[src/rtl/aes_pkg.sv]
// Shared AES byte-geometry constants and the ShiftRows byte-index tables.
// Table entry i is the source byte index for output byte 15-i, listed from the MSB down.
package aes_pkg;
    localparam int BYTE   = 8;
    localparam int DWORD  = 4 * BYTE;
    localparam int LENGTH = 4 * DWORD;

    localparam int INV_IDX [16] = '{15, 2, 5, 8, 11, 14, 1, 4, 7, 10, 13, 0, 3, 6, 9, 12};
    localparam int FWD_IDX [16] = '{15, 10, 5, 0, 11, 6, 1, 12, 7, 2, 13, 8, 3, 14, 9, 4};

    function automatic logic [LENGTH-1:0] permute(input logic [LENGTH-1:0] st, input logic use_fwd);
        logic [LENGTH-1:0] r;
        r = '0;
        for (int i = 0; i < 16; i++) begin
            r[LENGTH-1-i*BYTE -: BYTE] = st[(use_fwd ? FWD_IDX[i] : INV_IDX[i])*BYTE +: BYTE];
        end
        return r;
    endfunction
endpackage

[src/rtl/inv_shift_rows.sv]
// Combinational 128-bit InvShiftRows permutation of one buffered state.
// With SHIFT_ROWS_FWD_EN defined, a fwd input selects the forward ShiftRows map instead.
module inv_shift_rows
    import aes_pkg::*;
(
    input  logic [LENGTH-1:0] state,
`ifdef SHIFT_ROWS_FWD_EN
    input  logic              fwd,
`endif
    output logic [LENGTH-1:0] perm
);

    always_comb begin
`ifdef SHIFT_ROWS_FWD_EN
        perm = permute(state, fwd);
`else
        perm = permute(state, 1'b0);
`endif
    end

endmodule

[src/rtl/inv_shift_rows_stream.sv]
// Column-serial, ping-pong buffered InvShiftRows stage: 4 column beats in, 4 permuted beats out.
// Optional SHIFT_ROWS_FWD_EN adds a per-block fwd input selecting forward ShiftRows.
module inv_shift_rows_stream
    import aes_pkg::*;
(
    input  logic             clk,
    input  logic             rst,
    input  logic             in_valid,
    output logic             in_ready,
    input  logic [DWORD-1:0] in_col,
    output logic             out_valid,
    input  logic             out_ready,
`ifdef SHIFT_ROWS_FWD_EN
    input  logic             fwd,
`endif
    output logic [DWORD-1:0] out_col,
    output logic             out_last
);

    // buf_q[sel][0] is column 0, i.e. the most significant word of the state
    logic [DWORD-1:0]  buf_q [2][4];
    logic              wr_sel, rd_sel;
    logic [1:0]        wr_cnt, rd_cnt;
    logic [1:0]        full;
    logic              wr_fire, rd_fire;
    logic [LENGTH-1:0] rd_state, perm_state;
`ifdef SHIFT_ROWS_FWD_EN
    logic [1:0]        mode_q;
`endif

    assign in_ready  = !full[wr_sel];
    assign out_valid = full[rd_sel];
    assign wr_fire   = in_valid && in_ready;
    assign rd_fire   = out_valid && out_ready;
    assign out_last  = out_valid && (rd_cnt == 2'd3);
    assign rd_state  = {buf_q[rd_sel][0], buf_q[rd_sel][1], buf_q[rd_sel][2], buf_q[rd_sel][3]};

    inv_shift_rows u_perm (
        .state (rd_state),
`ifdef SHIFT_ROWS_FWD_EN
        .fwd   (mode_q[rd_sel]),
`endif
        .perm  (perm_state)
    );

    always_comb begin
        out_col = '0;
        for (int c = 0; c < 4; c++) begin
            if (rd_cnt == 2'(c)) out_col = perm_state[LENGTH-1-c*DWORD -: DWORD];
        end
    end

    // Fill and drain always target different buffers, so both full-bit updates can land together.
    always_ff @(posedge clk or posedge rst) begin
        if (rst) begin
            wr_sel <= 1'b0;
            rd_sel <= 1'b0;
            wr_cnt <= 2'd0;
            rd_cnt <= 2'd0;
            full   <= 2'b00;
`ifdef SHIFT_ROWS_FWD_EN
            mode_q <= 2'b00;
`endif
            for (int s = 0; s < 2; s++) begin
                for (int c = 0; c < 4; c++) begin
                    buf_q[s][c] <= '0;
                end
            end
        end else begin
            if (wr_fire) begin
                buf_q[wr_sel][wr_cnt] <= in_col;
                wr_cnt                <= wr_cnt + 2'd1;
`ifdef SHIFT_ROWS_FWD_EN
                if (wr_cnt == 2'd0) mode_q[wr_sel] <= fwd;
`endif
                if (wr_cnt == 2'd3) begin
                    full[wr_sel] <= 1'b1;
                    wr_sel       <= !wr_sel;
                end
            end
            if (rd_fire) begin
                rd_cnt <= rd_cnt + 2'd1;
                if (rd_cnt == 2'd3) begin
                    full[rd_sel] <= 1'b0;
                    rd_sel       <= !rd_sel;
                end
            end
        end
    end

endmodule
[config.mk]
export PLATFORM = sky130hd
export DESIGN_NAME = inv_shift_rows_stream
export DESIGN_NICKNAME = d
export VERILOG_FILES = /design/src/rtl/aes_pkg.sv /design/src/rtl/inv_shift_rows.sv /design/src/rtl/inv_shift_rows_stream.sv
export SDC_FILE = /design/constraint.sdc
export NUM_CORES = 1
export LEC_CHECK = 0
export BUFFER_PORTS_ARGS = -buffer_cell sky130_fd_sc_hd__buf_2
export CELL_PAD_IN_SITES_DETAIL_PLACEMENT = 2
export CELL_PAD_IN_SITES_GLOBAL_PLACEMENT = 2
export CORE_ASPECT_RATIO = 2
export CORE_MARGIN = 2
export CORE_UTILIZATION = 40
export DETAILED_ROUTE_END_ITERATION = 16
export PLACE_DENSITY = 0.72
export REMOVE_ABC_BUFFERS = 1
export SLEW_MARGIN = 20
export SYNTH_ARGS = -nofsm -noshare
export SYNTH_HDL_FRONTEND = slang
export SYNTH_SLANG_ARGS = --single-unit
[constraint.sdc]
create_clock -name clk -period 8.23 [get_ports clk]
set_clock_uncertainty 0.2 [all_clocks]
set_input_delay 0.823 -clock clk [delete_from_list [all_inputs] [get_ports clk]]
set_output_delay 0.823 -clock clk [all_outputs]
set_load 0.03 [all_outputs]
Yosys cells after proc, flatten, opt, wreduce, memory -nomap -nowiden
Cells that the tools add are included.
Widths: inputs -> output; s select.
{"block": "totals", "ff_bits": 264, "latch_bits": 0, "ram_bits": 0, "mem_bits_ro": 0, "inputBits": 36, "out_inout_bits": 35, "elab_cells": 71, "mem_count": 0}
{"block": "op_classes", "add_sub_neg": 2, "mul": 0, "n_div": 0, "n_lt_le_gt_ge": 9, "n_eq_ne": 4, "shift": 0, "n_mux": 24, "n_bitwise": 6, "reduce_logical": 13}
{"operator": "$mux 128", "count": 4}
{"operator": "$bwmux 256", "count": 1}
{"operator": "$mux 32", "count": 5}
{"operator": "$demux 128 s1", "count": 1}
{"operator": "$demux 32 s2", "count": 1}
{"operator": "$mux 2", "count": 4}
{"operator": "$logic_and 1x1->1", "count": 7}
{"operator": "$eq 2x2->1 const B", "count": 3}
{"operator": "$mux 1", "count": 6}
{"operator": "$add 2x1->2 const B", "count": 2}
{"operator": "$ge 2x2->1 const B", "count": 2}
{"operator": "$lt 1x2->1 const B", "count": 2}
{"operator": "$not 1->2", "count": 2}
{"operator": "$reduce_and 2->1", "count": 2}
{"operator": "$ge 3x3->1 const B", "count": 1}
{"operator": "$logic_not 1->1", "count": 3}
{"operator": "$lt 3x1->1 const B", "count": 1}
{"operator": "$not 2->3", "count": 1}
{"operator": "$and 2x2->2", "count": 1}
{"operator": "$demux 1 s1", "count": 2}
{"operator": "$eq 2x1->1 const B", "count": 1}
{"operator": "$ge 1x1->1 const B", "count": 2}
{"operator": "$logic_not 2->1", "count": 1}
{"operator": "$lt 2x1->1 const B", "count": 1}
{"operator": "2 further kinds", "count": 2}

Longest topological paths before layout
Gate-level depths: netlist of the first run.
{"block": "logic_depth", "depth_word": 10, "depth_mapped": 8, "ltp_nobuf": 5}

Modules after synthesis
From an unflattened synthesis of the first run, not the netlist that was laid out.
{"block": "hier_totals", "hier_cells": 1015, "hier_area_um2": 13345.3}
{"module": "inv_shift_rows_stream", "n_inst": 1, "cells_each": 887, "area_each_um2": 12384.4, "seq_area_each_um2": 6606.3}
{"module": "inv_shift_rows", "n_inst": 1, "cells_each": 128, "area_each_um2": 960.9, "seq_area_each_um2": 0.0}

Least setup slack after synthesis of the first run
OpenSTA, ideal clock, no wires.
{"block": "synth_path", "kind": "reg2out", "startpoint": "register rd_cnt[0]", "endpoint": "output port out_col[15]", "arrival_time_ns": 2.055, "required_time_ns": 7.207, "setup_slack_ns": 5.152, "path_stages_with_launch": 8, "n_path_buf": 3, "path_cell_list": "dfrtp_1 > ha_1 > clkbuf_1 > nor2b_1 > clkbuf_1 > buf_2 > a221oi_1 > a221oi_1"}
{"block": "synth_via", "elab_chain_len": 5, "elab_cells_between_ends": 8, "cone_classes": "3 x eq/ne; 4 x mux; 1 x reduce/logical"}
{"item": "start: declaration", "line": "inv_shift_rows_stream.sv:23", "rtl": "logic [1:0] wr_cnt, rd_cnt;"}
{"item": "start signal: assignment", "line": "inv_shift_rows_stream.sv:82", "rtl": "rd_cnt <= rd_cnt + 2'd1;"}
{"item": "$logic_not 2->1", "line": "inv_shift_rows_stream.sv:49", "rtl": "if (rd_cnt == 2'(c)) out_col = perm_state[LENGTH-1-c*DWORD -: DWORD];"}
{"item": "$mux 32 (3 in series)", "line": "inv_shift_rows_stream.sv:49"}
{"item": "$mux 32 *", "line": "inv_shift_rows_stream.sv:49"}
{"item": "end: declaration", "line": "inv_shift_rows_stream.sv:16", "rtl": "output logic [DWORD-1:0] out_col,"}
Every way passes the cells marked *; elsewhere a longest branch is shown, timed or not.

Worst setup path in the final report of the first run
{"block": "layout_path", "startpoint": "register rd_cnt[1]", "endpoint": "output port out_col[16]"}
The elaborated chain is that of the path after synthesis.

==> metrics, run 1 <==
final design utilization=45.3%; crit path kind=register to primary output; area share of the largest cell type after synthesis=53.8%; Port Buf Inserts=70; Clock transition at path regs=0.07 ns; Cell Area, Placed=12,800 µm²; vias per inst=5.67; period utilisation layout=55.8%; Post-DP HPWL=17.4 mm; # clock sinks=264; postcts setup bufs=0; io pins=71; cell taking the most area after synthesis=dfrtp_1; final setup vio count=0; Post-synth EDFFs=0; Required @ worst endpoint=7.21 ns; largest family of logic cells by synthesized area=multiplexers; worst-margin pin slew=1.14 ns; initial drt markers=201; CP max FO=33; Top FF cell, synth=dfrtp_1; H-Tree Depth=1; Via Count=7,121; Peak Freq=218 MHz; worst vdd ir=0.000206 V; # diodes=0; largest cells by area after synthesis=dfrtp_1, mux2_2, mux2i_1, a221oi_1, mux2_4; Post-Syn Instances=821; most frequent CP cell=a221oi_1; layout cells sized above 1=51.5%; Max Root-Sink Buffers=3; Seq/Total Area, Yosys=53.8%; final instance area=13,700 µm²; min cycle time layout=4.59 ns; Compound-Gate Fraction of Synth Area=4.79%; slowest stage cell, crit path=nor2b_4; row count=90; die width=128 µm; Detailed Route WL=31.5 mm; CTS tree=done; Rel. slew slack=23.7%; P per Cell Area=465 nW/µm²; CP Capture Type=primary output; async set or reset register ratio after synthesis=100%; Worst Path Arrival=3.57 ns; Post-Synth Adder-Cell Area=0.815%; remaining global-route overflow=0; CP peak stage delay=1.03 ns; pin count of the biggest net entering global routing=109; multiplexer share of the synthesized area=35.4%; nets=911; synth-to-layout area growth=11.2%; worst setup path start=rd_cnt[1]$_DFFE_PP0P_; Pre-Repair DR Iteration Count=4; Setup Total Neg Slack=0 ns; Synth Warn #=0; Mapped Area=12,300 µm²; DRC=0; Clock Tree Root=clkbuf_16; Die Area=32,200 µm²; Hold Fails Final Rpt=0; Netlist cell types=31; hold buffers post-CTS=0; initial core utilization=40.7%; vias in the first global route=8,364; Syn Area/Cell=15.0 µm²; CTS Buf Count=26; post-route ant nets=0; Post-Layout Cell Count=1,255; simple-gate share of the synthesized area=1.13%; min-delay worst type=input pin to asynchronous set/reset pin; number of synthesized register bits=264; clk_lat worst skew=0.54 ns; Core ar.=30,200 µm²; worst r2r src=wr_sel$_DFFE_PP0P_; Max-Cap Viols=0; Avg WL per Cell=25.1 µm; # fillers=2,898; Die Y=252 µm; Placed Cells=1,207; static leakage=6.10 nW; status=finished, final reports clean; Worst Setup Start Kind=register; XOR/XNOR Fraction of Synth Area=0.143%; initial antenna violation count=1; GRT Total Usage=20.1%; RD Place Congestion=0.702; post-CTS sizing=0; Slew Viols, Final=0; worst-path cell chain=inv_1 > ha_2 > nor2b_4 > a221oi_1 > a221oi_1 > buf_2; first-pass GRT wire length=49.9 mm; RSZ-0062 raised after global routing=false
[critical path, delay by kind of cell, from the launching register on]
family | cells | cell delay, ns
compound gates | 2 | 0.69
fa+ha+maj | 1 | 0.51
buf+inv | 2 | 0.37
flops | 1 | 0.43
simple gates | 1 | 1.03
[per-layer routing]
metal / vias up / routed length (µm) / track usage [%]
met1: 3875 / 12400 / 24.2
met2: 78 / 17900 / 38.3
met4: 2 / 448 / 4.46
met3: 28 / 699 / 2.06
li1: 3138 / - / -
met5: - / 14 / 0
[path summary, 6_finish.rpt]
check / slack (ns) / endpoint / cells after the start
worst max-delay path: 3.64 / out_col[16] / 6
worst max register to register: 5.85 / buf_q[43]$_DFFE_PP0P_ / 4
worst min register to register: 0.30 / buf_q[36]$_DFFE_PP0P_ / 1
max in group asynchronous: 6.13 / buf_q[160]$_DFFE_PP0P_ / 3
worst min-delay path: 0.24 / wr_cnt[0]$_DFFE_PP0P_ / 2
min in group clk: 0.30 / buf_q[36]$_DFFE_PP0P_ / 1
[cell usage after synthesis (2+ instances only)]
cell      count
a221oi_1     64
and2_1        4
buf_2        12
buf_4        14
buf_6        16
buf_8         3
clkbuf_1     16
dfrtp_1     264
ha_1          8
inv_1         5
mux2_1        6
mux2_2      299
mux2_4       18
mux2i_1      65
nand2_1       9
nor2b_1       2
xnor2_1       2
[placed cells by master (no fill, tap or decap), types with 2 or more instances in the layout]
master     netlist  final
a221oi_1        64     64
and2_2           0      3
buf_2           12     70
buf_4           14     10
bufinv_16        0      2
clkbuf_1        16      5
clkbuf_16        0     27
clkbuf_8         0      5
clkinv_2         0      6
clkinv_4         0      2
dfrtp_1        264    263
ha_1             8      6
inv_1            5      4
mux2_1           6      6
mux2_2         299    299
mux2_4          18     18
mux2i_1         65     65
nand2_1          9      6
nand2_2          0      2
nor2b_4          0      2
xnor2_1          2      2
[power breakdown]
part           internal (mW)  leakage (nW)  switching (mW)
Clock                  0.710         0.435           0.519
Combinational           1.30          2.47            1.49
Sequential              1.95          3.20           0.391
[registers in the layout, summed over array words and instances, names as in the netlist]
register and count:
buf_q 256, full 2, rd_cnt 2, wr_cnt 2, rd_sel 1, wr_sel 1
[final cells by class]
cell class              count  area, µm²  area share, %
multi-input cells         489       5250           38.4
clock buffers              37        763           5.59
inverters                   5       26.3          0.192
flip-flops and latches    264       6610           48.4
well taps                 368        460           3.37
repair buffers             81        437           3.20
clock inverters            11        115          0.842
[stage by stage]
stage | setup WS [ns] | total power, mW | hold slack [ns]
2_1_floorplan | -0.0616 | 4.37 | 0.254
3_3_place_gp | 4.03 | 5.03 | 0.264
3_5_place_dp | 3.99 | 5.16 | 0.282
4_1_cts | 3.39 | 6.43 | 0.256
5_1_grt | 3.48 | 6.73 | 0.299
6_report | 3.64 | 6.35 | 0.236
[cell families after synthesis]
group,after synthesis
AO/OA/AOI/OAI,68
adder cells (fa/ha/maj),8
AND/OR/NAND/NOR,23
XOR/XNOR,2
buffers and inverters,68
flip-flops,264
multiplexers,388
Note: power is estimated with default switching activity, not from simulation.
==> inputs of run 2 (changes only) <==
Clock period 8.23 ns to 4.15 ns, I/O delays scaled along.
==> run 2 against run 1 <==
  * Global-route usage up 1.1 points
  * Count of clock-buffer cells in the layout rose by 1
  * Critical path depth shrank 1
  * Die area did not move
  * Sequential power is 98% higher
  * Hold slack lost 0.22 ns
  * Non-clock buffer count up 14
==> metrics, run 2 (synthesis gave the netlist of run 1 again) <==
largest reg by FF count=buf_q; final hold slack=0.0196 ns; vias in the first global route=8,426; worst-margin pin slew=0.945 ns; Required @ worst endpoint=3.53 ns; Cell Area, Placed=12,900 µm²; CP max FO=32; Max-Cap Viols=0; vias per inst=5.66; dpl ws=1.10 ns; Worst Setup Start Kind=register; static leakage=6.18 nW; total power=12.8 mW; first-pass GRT wire length=51.8 mm; row count=90; Slew Viols, Final=0; Clock Tree Root=clkbuf_16; commonest non-fill, non-tap cells in the layout=mux2_2, dfrtp_1, buf_2; final instance area=13,800 µm²; GRT Total Usage=21.2%; initial drt markers=325; Post-DP HPWL=19.4 mm; P per Cell Area=924 nW/µm²; RD Place Congestion=0.705; # clock sinks=264; post-CTS sizing=0; max reg flops=256; worst vdd ir=0.000424 V; Worst Path Arrival=3.02 ns; min-delay worst type=input pin to register; initial antenna violation count=1; Pre-Repair DR Iteration Count=4; Clock transition at path regs=0.07 ns; Via Count=7,171; synth-to-layout area growth=12.7%; CTS Buf Count=25; post-route ant nets=0; Max Root-Sink Buffers=3; Die Area=32,200 µm²; remaining global-route overflow=0; RSZ-0062 raised after global routing=false; min cycle time layout=3.63 ns; pin count of the biggest net entering global routing=117; final setup vio count=0; Rel. slew slack=36.8%; die width=128 µm; nets=924; Core ar.=30,200 µm²; postcts setup bufs=0; crit path kind=register to primary output; layout cells sized above 1=51.6%; Peak Freq=275 MHz; Detailed Route WL=32.7 mm; status=finished, final reports clean; io pins=71; initial core utilization=40.7%; H-Tree Depth=1; setup slack after layout=0.518 ns; Die Y=252 µm; CTS tree=done; clk_lat worst skew=0.55 ns; DRC=0; Hold Fails Final Rpt=0; period utilisation layout=87.5%; most common cell after layout, fill and taps aside=mux2_2; CP Capture Type=primary output; # diodes=0; Avg WL per Cell=25.8 µm; Port Buf Inserts=70
[run 2: cell types whose count changed in the layout (fill, tap and decap cells not counted), moves of 2 or more]
cell / change
and2_2: -2
and2_4: +2
buf_12: +5
buf_4: +3
clkbuf_1: -2
clkbuf_16: -2
clkbuf_8: +5
clkinv_2: -3
clkinv_4: -2
dlygate4sd3_1: +7
[run 2: layout make-up]
| cell class | instances | area, µm² |
|---|---|---|
| clock inverter | 7 | 114 |
| tap | 368 | 460 |
| fill | 2895 | 16300 |
| sequential | 264 | 6610 |
| multi-input combinational | 489 | 5240 |
| timing repair buffer | 95 | 618 |
| inverter | 5 | 26.3 |
| clock buffer | 38 | 774 |
[run 2: final timing paths]
kind	start	end	slack, ns	cells past startpoint
worst min-delay path	in_col[17]	buf_q[241]$_DFFE_PP0P_	0.02	2
min in group asynchronous	rst	buf_q[109]$_DFFE_PP0P_	0.33	3
worst min register to register	buf_q[174]$_DFFE_PP0P_	buf_q[174]$_DFFE_PP0P_	0.29	1
max in group asynchronous	rst	buf_q[21]$_DFFE_PP0P_	2.37	4
worst max-delay path	rd_cnt[0]$_DFFE_PP0P_	out_col[12]	0.52	5
worst max register to register	rd_sel$_DFFE_PP0P_	rd_cnt[1]$_DFFE_PP0P_	1.62	5
[run 2: through the flow]
| step | util, % | cells | setup TNS, ns |
|---|---|---|---|
| floorplan | - | 758 | -1036.58 |
| global placement | 42.7 | 1214 | 0 |
| detailed placement | 42.7 | 1214 | 0 |
| CTS | 45.9 | 1266 | 0 |
| global route | 45.9 | 1266 | 0 |
| finish | 45.9 | 1266 | 0 |
[run 2: critical path, stage by stage (launching register included)]
cell and delay [ns]:
dfrtp_1 0.42, ha_2 0.44, or2_2 0.82, a221oi_1 0.12, a221oi_1 0.38, buf_2 0.28
[run 2: metal layers]
metal	global-route usage, %	vias to the layer above	wire length (µm)
li1	-	3169	-
met1	25.3	3871	12900
met2	39.8	96	18100
met3	2.31	33	922
met4	6.03	2	733
met5	0	-	11
[run 2: repair_timing]
action                                  4_1_cts  5_1_grt
hold buffers                                  7        0
endpoints found under the setup margin        0        0
hold endpoints to repair                    130        0
[run 2: where the power goes]
| part | internal (mW) | switching (mW) |
|---|---|---|
| logic | 2.66 | 2.99 |
| clock network | 1.47 | 1.02 |
| registers | 3.86 | 0.784 |
| total | 7.99 | 4.80 |
